===== config.mk =====
export PLATFORM = sky130hd
export DESIGN_NAME = div_issue_ctrl
export DESIGN_NICKNAME = d
export VERILOG_FILES = /design/src/rtl/div_pkg.sv /design/src/rtl/div_result_cache.sv /design/src/rtl/div_issue_ctrl.sv
export SDC_FILE = /design/constraint.sdc
export NUM_CORES = 1
export LEC_CHECK = 0
export ABC_AREA = 1
export CELL_PAD_IN_SITES_DETAIL_PLACEMENT = 0
export CELL_PAD_IN_SITES_GLOBAL_PLACEMENT = 1
export CORE_ASPECT_RATIO = 1.75
export CORE_UTILIZATION = 25
export CTS_BUF_LIST = sky130_fd_sc_hd__clkbuf_16
export DETAILED_ROUTE_END_ITERATION = 8
export GPL_TIMING_DRIVEN = 0
export PLACE_DENSITY = 0.76
export SLEW_MARGIN = 20
export SYNTH_ARGS = -nofsm -noshare
export SYNTH_HDL_FRONTEND = slang
export SYNTH_HIERARCHICAL = 1
export SYNTH_SLANG_ARGS = --single-unit
export TNS_END_PERCENT = 5

===== constraint.sdc =====
create_clock -name clk -period 1.2 [get_ports clk]
set_input_delay 0.18 -clock clk [delete_from_list [all_inputs] [get_ports clk]]
set_output_delay 0.18 -clock clk [all_outputs]
set_load 0.1 [all_outputs]

===== src/rtl/div_pkg.sv =====
// Shared types and helpers for the divider issue/control stage.
package div_pkg;

    localparam int XLEN = 64;

    typedef enum logic [1:0] {
        IDLE = 2'd0,
        BUSY = 2'd1,
        DONE = 2'd2
    } div_state_e;

    // Pick quotient or remainder from {rem, quo}. W ops sign-extend bit 31,
    // and that includes the unsigned W variants.
    function automatic logic [XLEN-1:0] div_select(input logic [2*XLEN-1:0] res,
                                                   input logic             is_rem,
                                                   input logic             word);
        logic [XLEN-1:0] sel;
        sel = is_rem ? res[2*XLEN-1:XLEN] : res[XLEN-1:0];
        return word ? {{(XLEN-32){sel[31]}}, sel[31:0]} : sel;
    endfunction

endpackage


===== src/rtl/div_result_cache.sv =====
// Single-entry cache of the last completed divide: operands, flags and the
// full {rem, quo} result, so a DIV/REM pair on the same operands divides once.
module div_result_cache
    import div_pkg::*;
(
    input  logic              clk,
    input  logic              rst_n,
    input  logic              wr_en,
    input  logic [XLEN-1:0]   wr_rs1,
    input  logic [XLEN-1:0]   wr_rs2,
    input  logic              wr_unsigned,
    input  logic              wr_word,
    input  logic [2*XLEN-1:0] wr_result,
    input  logic [XLEN-1:0]   lk_rs1,
    input  logic [XLEN-1:0]   lk_rs2,
    input  logic              lk_unsigned,
    input  logic              lk_word,
    output logic              hit,
    output logic [2*XLEN-1:0] hit_result
);

    logic              vld_q;
    logic [XLEN-1:0]   rs1_q;
    logic [XLEN-1:0]   rs2_q;
    logic              uns_q;
    logic              word_q;
    logic [2*XLEN-1:0] res_q;

    // Entry storage; only reset clears the valid bit, flush leaves it alone.
    always_ff @(posedge clk or negedge rst_n) begin
        if (!rst_n) begin
            vld_q  <= 1'b0;
            rs1_q  <= '0;
            rs2_q  <= '0;
            uns_q  <= 1'b0;
            word_q <= 1'b0;
            res_q  <= '0;
        end else if (wr_en) begin
            vld_q  <= 1'b1;
            rs1_q  <= wr_rs1;
            rs2_q  <= wr_rs2;
            uns_q  <= wr_unsigned;
            word_q <= wr_word;
            res_q  <= wr_result;
        end
    end

    // Full tag compare; the REM/DIV choice is not part of the tag.
    always_comb begin
        hit        = vld_q && (rs1_q == lk_rs1) && (rs2_q == lk_rs2) &&
                     (uns_q == lk_unsigned) && (word_q == lk_word);
        hit_result = res_q;
    end

endmodule


===== src/rtl/div_issue_ctrl.sv =====
// Issue/sequencing control in front of the multi-cycle divider.
// Optional feature macro: DIV_RESULT_CACHE_EN (last-result cache, IDLE->DONE on hit).
module div_issue_ctrl
    import div_pkg::*;
#(
    parameter int TAG_W = 5
) (
    input  logic              clk,
    input  logic              rst_n,
    input  logic              in_valid,
    output logic              in_ready,
    input  logic              in_is_rem,
    input  logic              in_unsigned,
    input  logic              in_word,
    input  logic [XLEN-1:0]   in_rs1,
    input  logic [XLEN-1:0]   in_rs2,
    input  logic [TAG_W-1:0]  in_tag,
    input  logic              flush,
    output logic              div_valid,
    output logic              div_sign,
    output logic              div_32,
    output logic [XLEN-1:0]   div_rs1,
    output logic [XLEN-1:0]   div_rs2,
    input  logic              div_ready,
    input  logic [2*XLEN-1:0] div_result,
    output logic              out_valid,
    input  logic              out_ready,
    output logic [XLEN-1:0]   out_data,
    output logic [TAG_W-1:0]  out_tag,
    output logic              busy
);

    div_state_e state, state_nxt;
    logic       is_rem_q;
    logic       accept;
    logic       finish;
    logic       cache_hit;
    logic [XLEN-1:0] hit_data;

    assign accept = (state == IDLE) && in_valid && !flush;
    // A flush coinciding with div_ready throws the result away.
    assign finish = (state == BUSY) && div_ready && !flush;

`ifdef DIV_RESULT_CACHE_EN
    logic [2*XLEN-1:0] cache_result;

    div_result_cache u_cache (
        .clk         (clk),
        .rst_n       (rst_n),
        .wr_en       (finish),
        .wr_rs1      (div_rs1),
        .wr_rs2      (div_rs2),
        .wr_unsigned (!div_sign),
        .wr_word     (div_32),
        .wr_result   (div_result),
        .lk_rs1      (in_rs1),
        .lk_rs2      (in_rs2),
        .lk_unsigned (in_unsigned),
        .lk_word     (in_word),
        .hit         (cache_hit),
        .hit_result  (cache_result)
    );

    assign hit_data = div_select(cache_result, in_is_rem, in_word);
`else
    assign cache_hit = 1'b0;
    assign hit_data  = '0;
`endif

    // State register.
    always_ff @(posedge clk or negedge rst_n) begin
        if (!rst_n) state <= IDLE;
        else        state <= state_nxt;
    end

    // Next state and state-decoded outputs; flush overrides everything.
    always_comb begin
        state_nxt = state;
        in_ready  = 1'b0;
        div_valid = 1'b0;
        out_valid = 1'b0;
        busy      = (state != IDLE);
        case (state)
            IDLE: begin
                in_ready = 1'b1;
                if (accept) state_nxt = cache_hit ? DONE : BUSY;
            end
            BUSY: begin
                div_valid = 1'b1;
                if (div_ready) state_nxt = DONE;
            end
            DONE: begin
                out_valid = 1'b1;
                if (out_ready) state_nxt = IDLE;
            end
            default: state_nxt = IDLE;
        endcase
        if (flush) state_nxt = IDLE;
    end

    // Operand/flag capture on accept; held constant while the divider runs.
    always_ff @(posedge clk or negedge rst_n) begin
        if (!rst_n) begin
            div_rs1  <= '0;
            div_rs2  <= '0;
            div_sign <= 1'b0;
            div_32   <= 1'b0;
            is_rem_q <= 1'b0;
            out_tag  <= '0;
        end else if (accept) begin
            div_rs1  <= in_rs1;
            div_rs2  <= in_rs2;
            div_sign <= !in_unsigned;
            div_32   <= in_word;
            is_rem_q <= in_is_rem;
            out_tag  <= in_tag;
        end
    end

    // Result register: loaded from the cache on a hit or from the divider.
    always_ff @(posedge clk or negedge rst_n) begin
        if (!rst_n)                  out_data <= '0;
        else if (accept && cache_hit) out_data <= hit_data;
        else if (finish)             out_data <= div_select(div_result, is_rem_q, div_32);
    end

endmodule


Word-level counts from Yosys, hierarchy flattened --
Cells that the tools add are included.
Cells by class: eq/ne operators 5, multiplexer cells 10, reduce and logical (&&, ||, !) cells 9
Operators with widths (number):
- 2-to-1 mux 64 bit | 2
- inequality test 3 bit (second input constant) | 3
- 2-to-1 mux 2 bit | 4
- one-hot mux 2 bit (3 select lines) | 1
- logical AND 1 bit | 4
- 2-to-1 mux 1 bit | 3
- AND reduction 3 bit | 1
- equality test 2 x 1 -> 1 bit (second input constant) | 1
- equality test 2 bit (second input constant) | 1
- logical NOT 1 bit | 2
- logical NOT 2 bit | 1
- nonzero test 2 bit | 1
Storage, ports and cells: bits in registers 202, logic and storage cells 32

Longest topological paths before layout --
Gate-level depths: netlist of run 1.
word-level depth 6, mapped depth 8, depth with buffers taken out 6

Worst setup path before layout of run 1 --
Ideal clock, no wire load.
path type register to output, from reg state[1], to out busy, buffers on the path 0, arrival time 1990 ps, cell stages (with the launch flop) 3, data required time 1020 ps, path slack -970 ps, cells stage by stage dfrtp_1 > nor2_2 > inv_1
Between the ends: longest elaborated chain between the ends 1
Ends and longest elaborated chain:
- start, declared | RTL line div_issue_ctrl.sv:33 | div_state_e state, state_nxt;
- start signal, assigned | RTL line div_issue_ctrl.sv:73 | else state <= state_nxt;
- nonzero test 2 bit | RTL line div_issue_ctrl.sv:82 | busy = (state != IDLE);
- end, declared | RTL line div_issue_ctrl.sv:30 | output logic busy
No other way between the ends.

Worst setup path in the final report of run 1 --
from reg state[0], to out busy
Same word-level chain as after synthesis.

==> results.sh, run 1 <==
export IMPL_combPwrFrac_pct=59.1
export IMPL_placed_cell_area_um2=14270
export IMPL_grt_pass1_vias=9088
export IMPL_insertion_delay_ns=0.51
export IMPL_rsz0062_at_grt="true"
export IMPL_drt_iter0_markers=264
export IMPL_hp_class="in2async"
export IMPL_path_class="reg2out"
export IMPL_power_uw=41460
export IMPL_postLayoutCellArea_um2=17230
export IMPL_ys_ff_latch=202
export IMPL_drt_pass1_iterations=5
export IMPL_grt_pass1_wl_um=51050
export IMPL_run_status="complete, but fails checks"
export IMPL_synth_nets=1377
export IMPL_ys_seq_area_share_pct=56.84
export IMPL_cts_max_level=1
export IMPL_wl_met3_um=2677
export IMPL_area_growth_pct=93.71
export IMPL_max_cap_violations=0
export IMPL_fin_nets=1890
export IMPL_crit_slowest_cell="dfrtp_2"
export IMPL_yosys_warnings=6
export IMPL_viasPerCell=4.225
export IMPL_num_rows=91
export IMPL_antenna_found_initial=1
export IMPL_wirelength_um=35560
export IMPL_layout_common_cells="nand2_1, clkdlybuf4s50_1, buf_12"
export IMPL_arrival_ns=1.42
export IMPL_cts_tree="done"
export IMPL_pin_count=473
export IMPL_hold_slack_ns=0.1567
export IMPL_synth_area_um2=8894
export IMPL_slowest_delay_ns=0.44
export IMPL_n_fill_cell=3219
export IMPL_m1WireLength_um=11560
export IMPL_crit_top_cell="buf_12"
export IMPL_drv_slew=0
export IMPL_grt_use_total_pct=18.57
export IMPL_core_area_um2=35180
export IMPL_fin_ws_ns=-0.4008
export IMPL_cts_buffer_depth=3
export IMPL_gp_congestion=0.8063
export IMPL_fin_util_pct=48.97
export IMPL_violations="negative setup slack"
export IMPL_p_seq_share_pct=25.2
export IMPL_fin_crit_sh_pct=133.4
export IMPL_dp_hpwl_um=26880
export IMPL_worst_slew_pin_slew_ns=0.5108
export IMPL_layout_min_cycle_time_ns=1.601
export IMPL_reg2reg_slack_ns=-0.35
export IMPL_clock_root_buffer="clkbuf_16"
export IMPL_path_clk_slew_ns=0.06
export IMPL_cts_sinks=202
export IMPL_ys_types=16
export IMPL_wl_per_cell_um=16.94
export IMPL_p_sw_uw=20850
export IMPL_start_kind="flip-flop"
export IMPL_drcViolationCount=0
export IMPL_clockPowerShare_pct=15.7
export IMPL_die_area_um2=36360
export IMPL_die_x_um=144.6
export IMPL_syn_inst=1107
export IMPL_cp_cell_sequence="nor2_4 > buf_12 > inv_4 > buf_12"
export IMPL_numCtsBuffers=22
export IMPL_vias=8869
export IMPL_sw_frac_of_total_pct=50.28
export IMPL_synth_avg_cell_area_um2=8.034
export IMPL_io_buffers=472
export IMPL_max_slew_margin_rel_pct=65.94
export IMPL_grt_max_degree=94
export IMPL_initial_utilization_pct=25.28
export IMPL_fin_skew_ns=0.009585
export IMPL_cp_max_fo=3
export IMPL_cp_required_ns=1.02
export IMPL_endpoint_kind="output pin"
export IMPL_top_layer="met4"
export IMPL_drtAntennaViolNets=0
export IMPL_p_leak_uw=0.008591
export IMPL_hold_viol_final=0
export IMPL_grt_ovfl_total=0
export IMPL_drive_gt1_share_pct=22.66
export IMPL_die_y_um=251.5
export IMPL_pwr_density_cell_nw_per_um2=2406
export IMPL_p_int_uw=20610
export IMPL_met2_length_um=20040
export IMPL_setup_violations_final=405
export IMPL_max_freq_mhz=624.7
export IMPL_vdd_ir_drop_max_mv=1.295
export IMPL_final_common_cell="nand2_1"
-- final timing paths --
check | end | cells past startpoint | from
setup / recovery | busy | 4 | state[0]$_DFFE_PN0P_
hold / removal | div_rs2[56]$_DFFE_PN0P_ | 2 | rst_n
setup reg to reg | div_rs1[10]$_DFFE_PN0P_ | 8 | state[0]$_DFFE_PN0P_
hold reg to reg | out_data[47]$_DFFE_PN0P_ | 2 | out_data[47]$_DFFE_PN0P_
max in group asynchronous | state[0]$_DFFE_PN0P_ | 3 | rst_n
min in group clk | div_rs2[45]$_DFFE_PN0P_ | 3 | in_rs2[45]
-- per-layer routing --
layer | track usage (%) | up-vias
met5 | 0 | -
met3 | 4.498 | 61
met4 | 7.579 | 0
met2 | 36.79 | 356
met1 | 17.50 | 4099
li1 | - | 4353
-- per-stage QoR --
step	TNS, ns	setup WS [ns]	cells
after floorplan	-99.23	-0.5473	1107
after global placement	-1987.01	-8.961	2044
after detailed placement	-193.59	-0.8731	2046
after CTS	-125.39	-0.4405	2089
after global routing	-88.60	-0.4380	2098
final	-66.72	-0.4008	2099
-- kinds of logic after synthesis --
kind of cell,after synthesis,synth area share [%]
AOI/OAI and AO/OA,68,3.827
and+or+nand+nor,700,31.22
DFF,202,56.84
buffers and inverters,137,8.118
-- state kept, by name, summed over array words and instances, names as in the netlist --
name / count
div_32: 1
div_rs1: 64
div_rs2: 64
div_sign: 1
is_rem_q: 1
out_data: 64
out_tag: 5
state: 2
-- final cells by class --
cell class / count / area [um2] / share of cell area [%]
flip-flops and latches: 202 / 5066 / 29.41
clock inverters: 14 / 86.33 / 0.5011
clock buffers: 23 / 575.6 / 3.341
repair buffers: 489 / 6878 / 39.92
plain buffers: 63 / 576.8 / 3.348
multi-input cells: 768 / 3176 / 18.43
inverters: 74 / 285.3 / 1.656
well taps: 465 / 581.8 / 3.377
diodes: 1 / 2.502 / 0.01453
-- cell usage after synthesis, drive strengths merged --
cell,count,share of area (%)
or2,31,2.2
clkbuf,14,0.59
nand2,631,27
inv,74,3.1
nor2,3,0.24
buf,49,4.4
nand3,35,2.2
o21ai,68,3.8
dfrtp,202,57
-- worst max-delay path: cells and delay by family, from the launching register on --
kind                   cells  cell delay [ns]
DFF                        1             0.44
buffers and inverters      3             0.33
and+or+nand+nor            1             0.13
-- power groups by stage --
stage	logic, uW	clock network (uW)	registers (uW)
CTS	21500	6760	9770
global route	25400	6940	10600
finish	24500	6500	10400
floorplan	2600	0	21800
detailed placement	20800	0	9570
global placement	20800	0	9520
-- timing repair --
item	in CTS	in global routing
gates cloned	0	3
endpoints found under the hold margin	119	0
setup buffers	5	6
pin swaps	1	4
endpoints found under the setup margin	405	405
gates resized for setup	1120	919
hold buffers	1	0
No activity file was read; power rests on OpenSTA's default activity.
==> run 2: changes to the inputs <==
- SLEW_MARGIN: 20 -> 0
==> run 2 against run 1 <==
  * The flow finishes with violations (negative hold slack, negative setup slack)
  * Non-clock buffer count is 1 higher
  * Final area is 0.92% lower
  * Count of clock-buffer cells in the layout is 2 lower
  * Register-to-register slack hardly changed
  * Power is 1.4% lower
  * Critical path depth stayed put
  * Setup slack better by 0.0027 ns
  * Clock skew is 0.0013 ns higher
  * Utilization is 0.45 points lower
  * Critical path type unchanged
  * Clock power is 6.3% lower
==> results.sh, run 2 (synthesized netlist as in run 1, its figures left out) <==
export IMPL_run_status="complete, but fails checks"
export IMPL_violations="negative hold slack, negative setup slack"
export IMPL_fin_ws_ns=-0.3981
export IMPL_p_leak_uw=0.008552
export IMPL_grt_use_total_pct=18.61
export IMPL_grt_pass1_wl_um=51200
export IMPL_fin_nets=1890
export IMPL_io_buffers=472
export IMPL_rr_endpoint="div_rs1[10]$_DFFE_PN0P_"
export IMPL_layout_cells_non_filler=2098
export IMPL_endpoint_kind="output pin"
export IMPL_path_class="reg2out"
export IMPL_initial_utilization_pct=25.28
export IMPL_grt_max_degree=115
export IMPL_die_y_um=251.5
export IMPL_final_common_cell="nand2_1"
export IMPL_reg2reg_slack_ns=-0.36
export IMPL_die_area_um2=36360
export IMPL_placedCellCount=2045
export IMPL_clock_root_buffer="clkbuf_16"
export IMPL_layout_common_cells="nand2_1, clkdlybuf4s50_1, buf_12"
export IMPL_setup_violations_final=405
export IMPL_fin_util_pct=48.52
export IMPL_drv_slew=0
export IMPL_reg_top3="div_rs1: 64 flops, div_rs2: 64 flops, out_data: 64 flops"
export IMPL_reg2regPathDepth=8
export IMPL_dp_hpwl_um=26710
export IMPL_vdd_ir_drop_max_mv=1.703
export IMPL_drt_pass1_iterations=4
export IMPL_cts_buffer_depth=3
export IMPL_pin_count=473
export IMPL_fin_skew_ns=0.01092
export IMPL_cp_max_fo=3
export IMPL_drcViolationCount=0
export IMPL_die_x_um=144.6
export IMPL_drt_iter0_markers=251
export IMPL_numCtsBuffers=21
export IMPL_max_cap_violations=0
export IMPL_cts_tree="done"
export IMPL_crit_end="busy"
export IMPL_start_kind="flip-flop"
export IMPL_drtAntennaViolNets=0
export IMPL_grt_ovfl_total=0
export IMPL_insertion_delay_ns=0.51
export IMPL_hold_slack_ns=-0.3255
export IMPL_path_clk_slew_ns=0.06
export IMPL_arrival_ns=1.42
export IMPL_core_area_um2=35180
export IMPL_n_antenna_cell=0
export IMPL_crit_start="state[0]$_DFFE_PN0P_"
export IMPL_gp_congestion=0.8063
export IMPL_rsz0062_at_grt="true"
export IMPL_hold_viol_final=88
export IMPL_pwr_density_cell_nw_per_um2=2395
export IMPL_vias=8878
export IMPL_r2r_start="state[0]$_DFFE_PN0P_"
export IMPL_grt_pass1_vias=9198
export IMPL_max_freq_mhz=625.7
export IMPL_fin_crit_sh_pct=133.2
export IMPL_max_slew_margin_rel_pct=51.79
export IMPL_viasPerCell=4.232
export IMPL_power_uw=40890
export IMPL_place_ws_ns=-0.8707
export IMPL_layout_min_cycle_time_ns=1.598
export IMPL_hp_class="in2async"
export IMPL_cts_sinks=202
export IMPL_cts_max_level=1
export IMPL_cp_required_ns=1.02
export IMPL_wl_per_cell_um=16.77
export IMPL_area_growth_pct=91.94
export IMPL_worst_slew_pin_slew_ns=0.7232
export IMPL_num_rows=91
export IMPL_drive_gt1_share_pct=22.66
export IMPL_wirelength_um=35190
export IMPL_antenna_found_initial=1
[run 2: worst max-delay path: stages, from the launching register on]
cell and delay [ns]:
dfrtp_1 0.43, nor2_4 0.14, buf_12 0.14, inv_4 0.04, buf_12 0.15
[run 2: report_power, final]
group / switching (uW) / internal, uW / leakage [uW]
Sequential: 1910 / 8520 / 0.00251
Clock: 2720 / 3370 / 0.000319
Combinational: 16000 / 8320 / 0.00573
Total: 20700 / 20200 / 0.00855
[run 2: per-stage QoR]
stage	area [um2]	setup TNS [ns]
after detailed placement	14240	-204.85
after floorplan	8901	-99.23
after CTS	15370	-122.71
after global placement	14210	-1987.01
final	17070	-66.48
after global routing	17070	-90.02
[run 2: area by class of cell]
type	instances	area [um2]
Fill cell	3245	18110
Clock buffer	21	525.5
Multi-Input combinational cell	768	3174
Sequential cell	202	5066
Clock inverter	15	87.58
Tap cell	465	581.8
Timing Repair Buffer	490	6789
Inverter	74	282.8
Buffer	63	563.0
[run 2: how the worst min path moves through the flow]
stage,startpoint,end,slack (ns),cells after the start
floorplan,rst_n,div_32$_DFFE_PN0P_,-0.12,0
detailed placement,rst_n,div_rs1[8]$_DFFE_PN0P_,0.26,1
global route,rst_n,div_rs1[8]$_DFFE_PN0P_,-0.27,1
finish,rst_n,div_rs1[8]$_DFFE_PN0P_,-0.33,1
CTS,rst_n,div_rs1[63]$_DFFE_PN0P_,-0.30,1
global placement,div_rs1[11]$_DFFE_PN0P_,div_rs1[11]$_DFFE_PN0P_,0.45,2
[run 2: repair_timing]
action                      CTS  global route
buffers inserted              6             9
cloned                        0             2
pin swaps                     1             6
hold endpoints to repair     88            88
resized for setup          1123           900
setup endpoints to repair   405           405
[run 2: layer usage]
layer | vias up | part of all wire (%) | GRT usage [%]
li1 | 4358 | - | -
met1 | 4117 | 32 | 17.66
met2 | 345 | 57 | 37.32
met3 | 56 | 7.7 | 4.232
met4 | 2 | 2.9 | 6.707
met5 | - | 0.028 | 0
==> run 3: changes to the inputs <==
- SKIP_CTS_REPAIR_TIMING: default -> 1
==> run 3 against run 2 <==
  * The run still ends with negative hold slack, negative setup slack left
  * Wire length is 2.7% lower
  * Combinational power is 13% lower
  * Non-clock buffer count is 5 lower
  * Utilization is 5.4 points lower
  * Clock power hardly changed
  * Via count is 1.4% lower
  * Largest power group unchanged
  * Critical path depth is 1 lower
==> results.sh, run 3 (synthesized netlist as in run 1, its figures left out) <==
export IMPL_antenna_found_initial=1
export IMPL_io_buffers=472
export IMPL_reg2reg_slack_ns=-0.42
export IMPL_cp_num_cells=3
export IMPL_drv_slew=0
export IMPL_pwr_density_cell_nw_per_um2=2455
export IMPL_grt_max_degree=115
export IMPL_fin_util_pct=43.07
export IMPL_placedCellCount=2045
export IMPL_drcViolationCount=0
export IMPL_max_freq_mhz=604.6
export IMPL_setup_violations_final=405
export IMPL_cp_max_fo=3
export IMPL_arrival_ns=1.47
export IMPL_hold_slack_ns=-0.3211
export IMPL_fin_nets=1885
export IMPL_die_y_um=251.5
export IMPL_layout_min_cycle_time_ns=1.654
export IMPL_initial_utilization_pct=25.28
export IMPL_grt_use_total_pct=18.36
export IMPL_path_clk_slew_ns=0.06
export IMPL_cts_max_level=1
export IMPL_hp_class="in2async"
export IMPL_crit_family="flip-flops"
export IMPL_layout_cells_non_filler=2093
export IMPL_dp_hpwl_um=26710
export IMPL_r2r_start="state[0]$_DFFE_PN0P_"
export IMPL_path_class="reg2out"
export IMPL_reg_top3="div_rs1: 64 flops, div_rs2: 64 flops, out_data: 64 flops"
export IMPL_pin_count=473
export IMPL_insertion_delay_ns=0.51
export IMPL_max_slew_margin_rel_pct=51.98
export IMPL_grt_pass1_vias=9026
export IMPL_drive_gt1_share_pct=21.31
export IMPL_rsz0062_at_grt="true"
export IMPL_cts_sinks=202
export IMPL_p_leak_uw=0.007922
export IMPL_die_x_um=144.6
export IMPL_crit_slowest_cell="dfrtp_1"
export IMPL_multi_input_area_um2=3134
export IMPL_viasPerCell=4.182
export IMPL_numCtsBuffers=21
export IMPL_area_growth_pct=70.39
export IMPL_cp_cell_sequence="nor2_4 > buf_4 > buf_12"
export IMPL_hold_viol_final=88
export IMPL_grt_pass1_wl_um=50440
export IMPL_core_area_um2=35180
export IMPL_gp_congestion=0.8063
export IMPL_wirelength_um=34250
export IMPL_layout_common_cells="nand2_1, clkdlybuf4s50_1, dfrtp_1"
export IMPL_drt_pass1_iterations=5
export IMPL_fin_ws_ns=-0.4540
export IMPL_n_fill_cell=3550
export IMPL_slowest_delay_ns=0.43
export IMPL_place_ws_ns=-0.8707
export IMPL_cts_tree="done"
export IMPL_run_status="complete, but fails checks"
export IMPL_endpoint_kind="output pin"
export IMPL_die_area_um2=36360
export IMPL_reg2regPathDepth=8
export IMPL_num_rows=91
export IMPL_cts_buffer_depth=3
export IMPL_cp_required_ns=1.02
export IMPL_grt_ovfl_total=0
export IMPL_vias=8752
export IMPL_seqCellArea_um2=5064
export IMPL_final_common_cell="nand2_1"
export IMPL_drtAntennaViolNets=0
export IMPL_crit_buf_inv=2
export IMPL_start_kind="flip-flop"
export IMPL_max_cap_violations=0
export IMPL_worst_slew_pin_slew_ns=0.7203
export IMPL_wl_per_cell_um=16.36
export IMPL_drt_iter0_markers=289
export IMPL_vdd_ir_drop_max_mv=1.652
export IMPL_rr_endpoint="div_rs1[13]$_DFFE_PN0P_"
export IMPL_clock_root_buffer="clkbuf_16"
export IMPL_fin_crit_sh_pct=137.8
export IMPL_fin_skew_ns=0.006818
export IMPL_violations="negative hold slack, negative setup slack"
export IMPL_n_antenna_cell=0
-- run 3: stage by stage --
stage	power, uW	cell area, um2	hold slack [ns]	setup TNS (ns)
CTS	36670	14850	-0.2977	-271.88
detailed placement	30380	14240	0.2584	-204.85
floorplan	24420	8901	-0.1156	-99.23
global placement	30270	14210	0.4538	-1987.01
global route	38730	15150	-0.2698	-130.37
finish	37200	15150	-0.3211	-104.74
-- run 3: cell type report --
type / instances / area share [%]
Sequential cell: 202 / 33.42
Buffer: 63 / 3.427
Tap cell: 465 / 3.839
Timing Repair Buffer: 485 / 32.74
Clock buffer: 21 / 3.468
Inverter: 74 / 1.850
Multi-Input combinational cell: 768 / 20.68
Clock inverter: 15 / 0.5780
-- run 3: power breakdown --
part	internal [uW]	total, uW	switching (uW)
Clock	3370	6080	2710
Combinational	5290	21300	16000
Sequential	8510	9860	1350
Total	17200	37200	20000
-- run 3: worst reg2reg max path: stages (launching register included) --
cell and delay [ns]:
dfrtp_1 0.43, nor2_4 0.20, buf_4 0.15, nand3_4 0.11
buf_8 0.17, buf_6 0.14, buf_6 0.16, nand2_1 0.07
nand2_1 0.05
-- run 3: worst max path at each step --
| stage | slack (ns) | to | start |
|---|---|---|---|
| after CTS | -1.43 | in_ready | state[1]$_DFFE_PN0P_ |
| after global placement | -8.96 | out_data[21]$_DFFE_PN0P_ | rst_n |
| after detailed placement | -0.87 | in_ready | state[1]$_DFFE_PN0P_ |
| final | -0.45 | in_ready | state[0]$_DFFE_PN0P_ |
| after global routing | -0.50 | in_ready | state[0]$_DFFE_PN0P_ |
| after floorplan | -0.55 | div_rs1[10]$_DFFE_PN0P_ | state[1]$_DFFE_PN0P_ |
-- run 3: per-layer routing --
layer	GRT usage, %	vias up	wire length, um
met2	36.90	346	19330
met4	6.165	2	970
met5	0	-	13
met1	17.35	4007	11120
met3	4.498	51	2816
li1	-	4346	-
==> patch 1: new RTL, config.mk and constraints of run 2 <==
Add an input register stage for `div_ready`, without a reset; this delays it by one clock. The other inputs are not delayed to match.
--- a/src/rtl/div_issue_ctrl.sv
+++ b/src/rtl/div_issue_ctrl.sv
@@ -30,6 +30,12 @@
     output logic              busy
 );
 
+    logic div_ready_q;
+
+    always_ff @(posedge clk) begin
+        div_ready_q <= div_ready;
+    end
+
     div_state_e state, state_nxt;
     logic       is_rem_q;
     logic       accept;
@@ -39,7 +45,7 @@
 
     assign accept = (state == IDLE) && in_valid && !flush;
     // A flush coinciding with div_ready throws the result away.
-    assign finish = (state == BUSY) && div_ready && !flush;
+    assign finish = (state == BUSY) && div_ready_q && !flush;
 
 `ifdef DIV_RESULT_CACHE_EN
     logic [2*XLEN-1:0] cache_result;
@@ -87,7 +93,7 @@
             end
             BUSY: begin
                 div_valid = 1'b1;
-                if (div_ready) state_nxt = DONE;
+                if (div_ready_q) state_nxt = DONE;
             end
             DONE: begin
                 out_valid = 1'b1;
Behaviour: not the same (Yosys sat finds a counterexample within 4 cycles, from zero or initial values and one cycle with rst_n low).
==> patch 1 against run 2 <==
The run still ends with negative hold slack, negative setup slack left. Final area is 3.5% higher. Wire length grew 2.8%. Worst setup slack better by 0.052 ns. Clock power grew 6.6%. Area after synthesis increased by 6.9%. Maximum frequency up 3.3%. Sequential share of layout area decreased by 0.90 points. Sequential cell count up 1. Power up 1.4%. Utilization decreased by 1.4 points. Largest cell class unchanged.
==> patch 1: results (changes against run 2) <==
metric;value;unit;change
clock network fraction of design power;15.6;%;+0.7 points
Synthesized Nets;1376;;-0.073%
number of combinational gates with multiple inputs;634;;-17%
initial drt markers;286;;+14%
drt pass-1 iters;5;;+1
largest incremental delay on the critical path;0.41;ns;-0.02 ns
RD Place Congestion;0.833;;+3.2%
final worst clock skew;0.00881;ns;-0.00212 ns
global-route wire length before repair;52800;µm;+3.2%
share of the yosys chip area belonging to registers;53.4;%;-3.4 points
sum of negative setup slack;-71.90;ns;-5.41 ns
detail-routed net length per standard cell;17.1;µm;+2.2%
vias in the first global route;9073;;-1.4%
Die X-Extent;149;µm;+3.3%
number of CTS-inserted buffers;22;;+4.8%
final hold viol count;107;;+22%
largest net degree at the start of global routing;109;;-5.2%
failing checks;negative hold slack, negative setup slack;;
gr usage total;17.9;%;-0.72 points
post-placement setup slack;-0.776;ns;+0.0947 ns
number of vias in the routed layout;8882;;+0.045%
worst hold slack across all endpoints;-0.315;ns;+0.0107 ns
post-route ant nets;0;;unchanged
Post-CTS Repair Setup Buffers;2;;-4
least setup slack across all paths after layout;-0.347;ns;+0.0516 ns
final antenna diode count;2;;+2
maximum ir drop on the vdd rail;1.39;mV;-18%
Pwr Total;41.5;mW;+1.4%
final design utilization;47.1;%;-1.4 points
transition time at the pin with the least slew margin;0.912;ns;+0.189 ns
non-clock buffer instance count of the final layout;546;;-1.3%
result of the run;complete, but fails checks;;
multi-input gate share of total cell area;18.4;%;-0.17 points
cell leakage power;8.77;nW;+2.5%
Post-layout nets;1883;;-0.37%
post-cts resize count;1224;;+9.0%
count of cell types in the netlist;22;;+6
clock buffer count;23;;+9.5%
clock network area share;3.80;%;+0.21 points
WP data arrival;1.37;ns;-0.05 ns
filler cell count;3541;;+9.1%
fraction of layout instances using a drive strength above 1;29.4;%;+6.8 points
most area-consuming cells after synthesis;sky130_fd_sc_hd__dfrtp_1 53%, sky130_fd_sc_hd__nand2_1 14%, sky130_fd_sc_hd__o21ai_2 8.5%;;
FF/Latch Area;0.00508;mm²;+0.35%
buffer share of cell area;41.2;%;-1.9 points
number of standard cells after synthesis;1106;;-0.090%
Inverters, non-clock;206;;+180%
worst reg2reg setup slack;-0.31;ns;+0.05 ns
Post-Layout Cell Count;2110;;+0.57%
count of endpoints failing setup in the final report;405;;unchanged
ranking of synthesized cells by instance count;363 x sky130_fd_sc_hd__nand2_1, 204 x sky130_fd_sc_hd__inv_1, 202 x sky130_fd_sc_hd__dfrtp_1;;
patch 1: path summary, 6_finish.rpt:
path | start | endpoint | cells past startpoint
min in group clk | div_ready | div_ready_q | 1
max in group asynchronous | rst_n | out_data[24] | 2
max | state[0] | div_valid | 3
min reg2reg | out_data[63] | out_data[63] | 2
min | rst_n | out_data[56] | 1
max reg2reg | state[1] | div_rs1[53] | 7
patch 1: cells by family after synthesis:
group,Yosys count,share of synthesized area [%]
AND/OR/NAND/NOR,433,18.7
buffers and inverters,269,13.5
flip-flops,203,53.4
AO/OA/AOI/OAI,201,14.3
patch 1: routing by layer:
layer | GRT usage (%) | part of all wire [%] | vias to the layer above
li1 | - | - | 4349
met1 | 18.3 | 34 | 4133
met2 | 33.9 | 56 | 321
met3 | 4.51 | 6.7 | 71
met4 | 7.14 | 3.5 | 8
met5 | 0 | 0.15 | -
==> patch 2: new RTL, flow settings as in run 2 <==
Made on the original files. Add a define of `DIV_RESULT_CACHE_EN`.
--- a/src/rtl/div_issue_ctrl.sv
+++ b/src/rtl/div_issue_ctrl.sv
@@ -1,5 +1,7 @@
 // Issue/sequencing control in front of the multi-cycle divider.
 // Optional feature macro: DIV_RESULT_CACHE_EN (last-result cache, IDLE->DONE on hit).
+`define DIV_RESULT_CACHE_EN
+
 module div_issue_ctrl
     import div_pkg::*;
 #(
Check against the original RTL: no difference found for any inputs over 4 cycles, from zero or initial values and one cycle with rst_n low; that may be too few to reach the edited logic, so the function may still have changed.
==> patch 2 against run 2 <==
The run still ends with negative hold slack, negative setup slack left. Power increased by 120%. Wire length increased to 2.8 times the old value. Final area increased by 92%. Global-route usage increased by 2.9 points. Count of clock-buffer cells in the layout increased by 29. Sequential cell count increased by 259. Critical path type is now flop to flop. Worst setup slack got worse by 0.93 ns. Sequential share of layout area increased by 5.6 points. Area after synthesis increased to 2.5 times the old value. Largest cell class is now flip-flops and latches.
==> patch 2: results (changes against run 2) <==
metric;value;unit;change
post-placement setup slack;-2.50;ns;-1.63 ns
warnings from Yosys;6;;unchanged
initial drt markers;1248;;+400%
leading cell type by number of instances after synthesis;sky130_fd_sc_hd__nand2_1;;
critical path fanouts, max;6;;+3
final hold viol count;63;;-28%
detail-routed net length per standard cell;21.6;µm;+29%
count of cell types in the netlist;29;;+13
fraction of layout instances using a drive strength above 1;15.0;%;-7.6 points
Max stage delay cell, worst path;sky130_fd_sc_hd__dfrtp_1;;
share of the yosys chip area belonging to registers;51.6;%;-5.2 points
antenna violations before repair;14;;+13
clock transition at the registers of the reported paths;0.07;ns;
worst hold slack across all endpoints;-0.482;ns;-0.157 ns
most area-consuming cells after synthesis;sky130_fd_sc_hd__dfrtp_1 52%, sky130_fd_sc_hd__nand2_1 21%, sky130_fd_sc_hd__mux2_1 5.2%;;
least setup slack across all paths after layout;-1.33;ns;-0.928 ns
largest incremental delay on the critical path;0.36;ns;-0.07 ns
global-route wire length before repair;142000;µm;+180%
RD Place Congestion;0.913;;+13%
instance area at placement;0.0287;mm²;+100%
maximum ir drop on the vdd rail;1.74;mV;+2.3%
Max transition margin;18.9;%;-33 points
ranking of synthesized cells by instance count;1266 x sky130_fd_sc_hd__nand2_1, 461 x sky130_fd_sc_hd__dfrtp_1, 295 x sky130_fd_sc_hd__inv_1;;
Yosys top cell area share;51.6;%;-5.2 points
largest net degree at the start of global routing;108;;-6.1%
maximum level of the CTS H-tree;2;;+1
number of CTS-inserted buffers;49;;+130%
sum of negative setup slack;-479.04;ns;-412.56 ns
final worst clock skew;0.0170;ns;+0.00612 ns
gr usage total;21.5;%;+2.9 points
drt pass-1 iters;7;;+3
IO Port Bufs;472;;unchanged
Post-layout nets;3625;;+92%
library cell used as clock root buffer;sky130_fd_sc_hd__clkbuf_16;;
final std cell area, no fill;0.0328;mm²;+92%
clk_lat worst skew;0.60;ns;+0.09 ns
count of endpoints failing setup in the final report;664;;+64%
drt via density;4.50;;+6.2%
WP data arrival;3.01;ns;+1.59 ns
result of the run;complete, but fails checks;;
vias in the first global route;20800;;+130%
path type of the worst min-delay path;input pin to async pin;;
cell-internal power;46.2;mW;+130%
failing checks;negative hold slack, negative setup slack;;
cell leakage power;16.0;nW;+87%
DP Wirelength;74300;µm;+180%
filler cell count;9124;;+180%
Synthesized Nets;3080;;+120%
startpoint of the worst setup timing path;u_cache/rs2_q[40];;
patch 2: cell types whose count changed after synthesis, moves of 26 or more:
cell / change
sky130_fd_sc_hd__or2_2: -26
sky130_fd_sc_hd__inv_1: +223
sky130_fd_sc_hd__mux2_1: +104
sky130_fd_sc_hd__nand2_1: +635
sky130_fd_sc_hd__buf_4: +26
sky130_fd_sc_hd__dfrtp_1: +259
sky130_fd_sc_hd__nor2_1: +110
sky130_fd_sc_hd__clkbuf_1: +28
sky130_fd_sc_hd__mux2_2: +29
sky130_fd_sc_hd__o21ai_0: +96
sky130_fd_sc_hd__a31oi_1: +27
sky130_fd_sc_hd__nand3_1: +134
patch 2: through the flow:
stage                     total power [mW]  instances
after floorplan                       55.1       2810
after global placement                67.6       4450
after detailed placement              68.1       4454
after CTS                             87.6       4557
after global routing                  93.8       4563
final                                 89.5       4565
patch 2: worst max-delay path: cells and delay by family (launching register included):
kind,cells,cell delay (ns)
flops,1,0.36
compound gates,1,0.08
simple gates,12,1.50
buf+inv,4,0.43
patch 2: area by class of cell:
cell class,count,area (µm²),share of cell area (%)
tap,1168,1460,4.46
inverter,299,1140,3.48
sequential,461,11600,35.3
timing repair buffer,494,6190,18.9
buffer,136,1250,3.80
clock inverter,40,502,1.53
clock buffer,50,1250,3.82
antenna,3,7.51,0.0229
multi-input combinational,1914,9420,28.7
patch 2: cell families after synthesis:
group,count (synthesis),synth area share [%]
compound gates,195,4.53
mux,133,6.70
xor+xnor,24,0.940
simple gates,1562,27.5
buf+inv,435,8.77
flops,461,51.6
patch 2: path summary, 6_finish.rpt:
path | end | slack, ns | cells after the start
worst min register to register | u_cache/vld_q | 0.44 | 2
worst max register to register | out_data[56] | -1.33 | 17
worst max-delay path | out_data[56] | -1.33 | 17
max in group asynchronous | out_data[59] | 0.10 | 3
worst min-delay path | out_data[11] | -0.48 | 1
min in group clk | u_cache/hit_result[73] | 0.14 | 3
patch 2: repair_timing:
| action | in CTS | in global routing |
|---|---|---|
| gates cloned | 3 | 1 |
| resized for setup | 585 | 712 |
| endpoints found under the setup margin | 664 | 762 |
| pin swaps | 30 | 24 |
| hold endpoints to repair | 63 | 63 |
| buffers inserted | 10 | 4 |
patch 2: power groups by stage:
| stage | registers (mW) | logic, mW | clock network (mW) |
|---|---|---|---|
| CTS | 26.8 | 43.2 | 17.6 |
| finish | 27.4 | 45.0 | 17.1 |
| detailed placement | 26.7 | 41.4 | 0 |
| global placement | 26.7 | 40.9 | 0 |
| floorplan | 43.9 | 11.2 | 0 |
| global route | 28.2 | 47.5 | 18.1 |
patch 2: layer usage:
metal / track usage [%] / part of all wire [%] / wire length [µm]
met1: 23.6 / 38 / 37200
met2: 38.7 / 50 / 49800
met3: 5.27 / 6.7 / 6600
met4: 10.4 / 5.1 / 5000
met5: 0 / 0.067 / 66
